### config.mk
export PLATFORM = sky130hd
export DESIGN_NAME = param_dpram
export DESIGN_NICKNAME = d
export VERILOG_FILES = /design/src/rtl/param_dpram.sv
export SDC_FILE = /design/constraint.sdc
export NUM_CORES = 2
export LEC_CHECK = 0
export ABC_AREA = 1
export BUFFER_PORTS_ARGS = -buffer_cell sky130_fd_sc_hd__buf_2
export CORE_MARGIN = 2
export CORE_UTILIZATION = 34
export DETAILED_ROUTE_END_ITERATION = 8
export PLACE_DENSITY = 0.49
export SLEW_MARGIN = 20
export SYNTH_ARGS = -nofsm -noshare
export SYNTH_HDL_FRONTEND = slang
export SYNTH_SLANG_ARGS = --single-unit
### constraint.sdc
create_clock -name clk -period 9.1 [get_ports clk]
set_clock_uncertainty 0.15 [all_clocks]
set_input_delay 1.365 -clock clk [delete_from_list [all_inputs] [get_ports clk]]
set_output_delay 1.365 -clock clk [all_outputs]
set_load 0.02 [all_outputs]
### src/rtl/param_dpram.sv
// Byte-enabled simple dual-port RAM with a self-clearing power-up sweep,
// selectable read-during-write behaviour and optional output register.
module param_dpram #(
  parameter int DATA_W   = 16,
  parameter int ADDR_W   = 8,
  parameter int RDW_MODE = 0,
  parameter int OUT_REG  = 0
) (
  input  logic                  clk,
  input  logic                  rst,
  input  logic                  wr,
  input  logic [ADDR_W-1:0]     w_addr,
  input  logic [DATA_W-1:0]     din,
  input  logic [DATA_W/8-1:0]   wr_be,
  input  logic                  rd,
  input  logic [ADDR_W-1:0]     r_addr,
  output logic [DATA_W-1:0]     dout,
  output logic                  dout_valid,
  output logic                  init_busy
);

  localparam int DEPTH = 2**ADDR_W;
  localparam int NB    = DATA_W/8;

  typedef enum logic {
    INIT = 1'b0,
    RUN  = 1'b1
  } state_e;

  state_e              state_q, state_d;
  logic [ADDR_W-1:0]   sweep_q, sweep_d;
  logic [DATA_W-1:0]   mem [DEPTH];

  logic                mem_we;
  logic [ADDR_W-1:0]   mem_addr;
  logic [DATA_W-1:0]   mem_wdata;
  logic [NB-1:0]       mem_be;

  logic                rd_go;
  logic [DATA_W-1:0]   rd_word;
  logic [DATA_W-1:0]   rd_fwd;

  logic                s1_valid_q, s1_valid_d;
  logic [DATA_W-1:0]   s1_data_q, s1_data_d;

  always_comb begin
    state_d = state_q;
    sweep_d = sweep_q;
    unique case (state_q)
      INIT: begin
        sweep_d = sweep_q + 1'b1;
        if (&sweep_q) state_d = RUN;
      end
      RUN: begin
        sweep_d = sweep_q;
      end
      default: begin
        state_d = INIT;
        sweep_d = '0;
      end
    endcase
  end

  always_ff @(posedge clk) begin
    if (rst) begin
      state_q <= INIT;
      sweep_q <= '0;
    end else begin
      state_q <= state_d;
      sweep_q <= sweep_d;
    end
  end

  assign init_busy = (state_q == INIT);

  // The clear sweep owns the write port until RUN
  always_comb begin
    mem_we    = 1'b0;
    mem_addr  = w_addr;
    mem_wdata = din;
    mem_be    = wr_be;
    if (state_q == INIT) begin
      mem_we    = 1'b1;
      mem_addr  = sweep_q;
      mem_wdata = '0;
      mem_be    = '1;
    end else if (wr) begin
      mem_we    = 1'b1;
    end
  end

  always_ff @(posedge clk) begin
    if (mem_we && !rst) begin
      for (int b = 0; b < NB; b++) begin
        if (mem_be[b]) begin
          mem[mem_addr][8*b +: 8] <= mem_wdata[8*b +: 8];
        end
      end
    end
  end

  assign rd_go = (state_q == RUN) && rd;

  always_comb begin
    rd_word = mem[r_addr];
    rd_fwd  = rd_word;
    if ((RDW_MODE != 0) && wr && (w_addr == r_addr)) begin
      for (int b = 0; b < NB; b++) begin
        if (wr_be[b]) rd_fwd[8*b +: 8] = din[8*b +: 8];
      end
    end
  end

  always_comb begin
    s1_valid_d = rd_go;
    s1_data_d  = rd_go ? rd_fwd : s1_data_q;
  end

  always_ff @(posedge clk) begin
    if (rst) begin
      s1_valid_q <= 1'b0;
      s1_data_q  <= '0;
    end else begin
      s1_valid_q <= s1_valid_d;
      s1_data_q  <= s1_data_d;
    end
  end

  if (OUT_REG != 0) begin : g_out_reg
    logic              s2_valid_q, s2_valid_d;
    logic [DATA_W-1:0] s2_data_q, s2_data_d;

    always_comb begin
      s2_valid_d = s1_valid_q;
      s2_data_d  = s1_valid_q ? s1_data_q : s2_data_q;
    end

    always_ff @(posedge clk) begin
      if (rst) begin
        s2_valid_q <= 1'b0;
        s2_data_q  <= '0;
      end else begin
        s2_valid_q <= s2_valid_d;
        s2_data_q  <= s2_data_d;
      end
    end

    assign dout       = s2_data_q;
    assign dout_valid = s2_valid_q;
  end else begin : g_no_out_reg
    assign dout       = s1_data_q;
    assign dout_valid = s1_valid_q;
  end

endmodule

After elaboration in Yosys (flattened, before gate mapping)
Memories as Yosys holds them, arrays and structs flattened. A register that Yosys moved wholly into a read port is not among the register bits.
Cells that the tools add are included.
{"block": "totals", "elab_cells": 24, "reg_bits": 10, "inputBits": 38, "ramBits": 4096, "mem_count": 1}
{"block": "classes", "reduce_logical": 4, "n_bitwise": 1, "addsub": 1, "muxes": 14}
{"name": "mem", "words": 256, "width": 16, "rd": 1, "rd_ports_with_merged_regs": 1, "wr": 1, "line": "32", "rtl": "logic [DATA_W-1:0] mem [DEPTH];"}
{"cell": "2-to-1 mux 16 bit", "count": 1}
{"cell": "2-to-1 mux 8 bit", "count": 2}
{"cell": "2-to-1 mux 1 bit", "count": 10}
{"cell": "adder 8 x 1 -> 8 bit (second input constant)", "count": 1}
{"cell": "AND reduction 8 bit", "count": 1}
{"cell": "logical AND 1 bit", "count": 2}
{"cell": "2-to-1 mux 2 bit", "count": 1}
{"cell": "zero test 1 bit", "count": 1}
{"cell": "inverter 1 bit", "count": 1}

Logic depth before layout (Yosys ltp)
{"block": "depth", "ltp_word": 5, "depth_mapped": 17}

Worst setup path after synthesis
Ideal clock, no wire load.
{"block": "synth_path", "path_kind": "input port to flip-flop", "start": "input din[10]", "end": "memory mem[0][10], data pin", "stages": 2, "arrival_time_ns": 4.173, "path_slack_ns": 4.003, "setup_time_ns": 0.773, "cell_sequence": "nand2_1 -> inv_1"}
{"block": "synth_between", "elab_chain_cells": 1}
{"element": "start, declared", "line": "13", "rtl": "input logic [DATA_W-1:0] din,"}
{"element": "2-to-1 mux 16 bit", "line": "82", "rtl": "if (state_q == INIT) begin"}
{"element": "via mem_wdata[10]", "line": "36", "rtl": "logic [DATA_W-1:0] mem_wdata;"}
{"element": "end, declared", "line": "32"}
The timed path passes the listed nets, and every way through them passes these cells.

Worst setup path after layout
{"block": "layout_path", "start": "register state_q", "end": "memory mem[226][12], enable pin"}
{"block": "layout_between", "elab_chain_cells": 4, "word_cells_on_any_way": 7, "cone_classes": "mux: 6; reduce/logical: 1"}
{"element": "start, declared", "line": "30", "rtl": "state_e state_q, state_d;"}
{"element": "start signal, assigned", "line": "69", "rtl": "state_q <= state_d;"}
{"element": "2-to-1 mux 2 bit / 2-to-1 mux 1 bit (equally long branches)", "line": "82"}
{"element": "2-to-1 mux 1 bit / logical AND 1 bit (equally long branches)", "line": "95, 93"}
{"element": "2-to-1 mux 1 bit", "line": "93", "rtl": "if (mem_we && !rst) begin"}
{"element": "2-to-1 mux 1 bit (implied by the code)", "line": "96", "rtl": "mem[mem_addr][8*b +: 8] <= mem_wdata[8*b +: 8];"}
Parallel ways exist; a longest one is shown, timed or not.

==> reports/metrics.yaml <==
htreeDepth: 5
max-vdd-ir-drop_mv: 0.161
grt_pass1_wl_um: 767000
synth.distinct_cells: 32
ant_nets: 0
vias: 110000
netlist_area_sq_mm: 0.169
cts_buffers: 431
grt_pass1_vias: 102000
synth.avg_cell_area_sq_um: 11.8
rsz0062_at_grt: "no"
cp-end-kind: "register"
slew_violations: 0
insertion_delay_ns: 1.03
status: "completed"
track_usage_pct: 20.7
root_buffer: "clkbuf_16"
syn_nets: 14400
ios: 56
whs_ns: 0.355
portBuffers: 55
cts_tree: "done"
hold_class: "reg2reg"
drc: 0
wirelength_um: 536000
wire_per_inst_um: 25.6
cp_max_fo: 32
final_nets: 14000
grt_overflow: 0
period_minus_slack_ns: 4.90
layout_setup_ws_ns: 4.20
worstPathRequired_ns: 9.57
clockBufferDepth: 4
firstDrtPassIters: 6
initial_core_util_pct: 34.1
power_density_mw_per_mm2: 213
fin_tns_setup_ns: 0
hold_buffers: 0
setup_viol: 0
fmax_mhz: 204
fin_crit_sh_pct: 53.8
cts.sinks: 4122
path_class: "reg2reg"
cp-start-kind: "register"
synthToLayoutAreaGrowth_pct: 11.1
cts.reportedPaths.clkPinSlew_ns: 0.06
tightest_slew_ns: 1.22
antenna_found_initial: 26
cts_resized: 0
relSlewSlack_pct: 18.7
drt-vias-per-instance: 5.24
arrival_ns: 5.36
p_leak_nw: 66.4
gp_congestion: 0.823
drive_above_1_share_pct: 6.48
drtIter0Drc: 12500
hold_viol_final: 0
cts_setup_buffers: 0
die_h_um: 710
core_sq_mm: 0.497
hpwl_um: 303000
synthCells: 14300
row_count: 259
grt_max_degree: 174
dp_slack_ns: 3.65
cap_violations: 0
die_x_um: 710
yosysSeqAreaShare_pct: 73.0
ys_warn_count: 0
dieArea_sq_mm: 0.503
synth_seq_cells: 4122
-- synth_stat cells --
master,instances,area (sq um)
a21oi_1,8,40.0
buf_1,87,327
buf_2,486,2430
buf_4,106,796
buf_6,145,1630
buf_8,1,15.0
clkbuf_1,174,653
clkbuf_4,1,7.51
clkinv_1,1,3.75
dfxtp_1,26,521
edfxtp_1,4096,123000
ha_1,1,12.5
inv_1,50,188
inv_2,8,30.0
inv_4,2,12.5
nand2_1,4463,16800
nand2_2,6,37.5
nand2_4,2,22.5
nand3_1,4048,20300
nand4_1,3,18.8
nor2_1,555,2080
nor2_2,15,93.8
nor2_4,14,158
nor3_1,3,15.0
nor3b_1,1,7.51
nor4_1,1,6.26
o21a_1,2,15.0
o21ai_0,5,25.0
o21ai_1,5,25.0
o21ai_2,2,17.5
or2_0,3,18.8
or2_1,1,6.26
-- worst max-delay path: stages, from the launching register on --
cell and delay, ns:
dfxtp_2 0.31, buf_4 0.43, inv_2 0.25, or2_0 0.26, o21ai_1 0.56, nand2_2 0.38
nor2_2 0.88, nand2_1 0.30, nor2_1 0.92
-- worst paths after layout --
path	from	end	slack, ns	depth (start not counted)
hold / removal	sweep_q[7]	sweep_q[7]	0.35	2
hold reg to reg	sweep_q[7]	sweep_q[7]	0.35	2
setup reg to reg	state_q	mem[226][12]	4.20	8
setup / recovery	state_q	mem[226][12]	4.20	8
-- layer usage --
| layer | up-vias | global-route usage (%) | routed length, um |
|---|---|---|---|
| met5 | - | 0 | 22 |
| met4 | 4 | 5.77 | 15800 |
| met3 | 653 | 3.69 | 42200 |
| met2 | 4070 | 30.5 | 232000 |
| met1 | 55100 | 31.2 | 247000 |
| li1 | 50000 | - | - |
-- power by group --
part | internal [mW] | switching, mW
sequential | 20.6 | 0.00371
combinational | 0.470 | 1.51
clock | 9.94 | 7.60
-- sequential cells by signal, indices dropped and copies added (netlist names) --
register,flops
mem,4096
dout,16
sweep_q,8
dout_valid,1
state_q,1
-- kinds of logic after synthesis --
group | after synthesis | share of synthesized area, %
simple gates | 9115 | 23.3
flops | 4122 | 73.0
buf+inv | 1061 | 3.60
compound gates | 22 | 0.0725
fa+ha+maj | 1 | 0.00739
-- final cells by class --
| type | instances | area, sq um |
|---|---|---|
| timing repair buffer | 208 | 2180 |
| antenna | 4 | 10.0 |
| sequential | 4122 | 124000 |
| multi-input combinational | 9138 | 39800 |
| clock inverter | 258 | 2270 |
| inverter | 61 | 403 |
| clock buffer | 539 | 11500 |
| tap | 6655 | 8330 |
| fill | 47700 | 309000 |
-- metrics by stage --
step | power, mW | std cells | util [%] | cell area [sq um]
6_report | 40.1 | 21000 | 37.8 | 188000
5_1_grt | 41.1 | 21000 | 37.8 | 188000
4_1_cts | 40.3 | 21000 | 37.8 | 188000
3_5_place_dp | 22.9 | 20200 | 35.1 | 174000
3_3_place_gp | 22.9 | 20200 | 35.0 | 174000
2_1_floorplan | 22.2 | 14300 | - | 169000
-- cell usage in the layout (no fill, tap or decap), drive strengths merged, types with 8 or more instances in the layout --
master,count
a21oi,8
buf,208
bufinv,36
clkbuf,539
clkinv,196
clkinvlp,17
dfxtp,26
edfxtp,4096
inv,70
nand2,4471
nand3,4048
nor2,584
o21ai,12
Note: power is estimated with default switching activity, not from simulation.
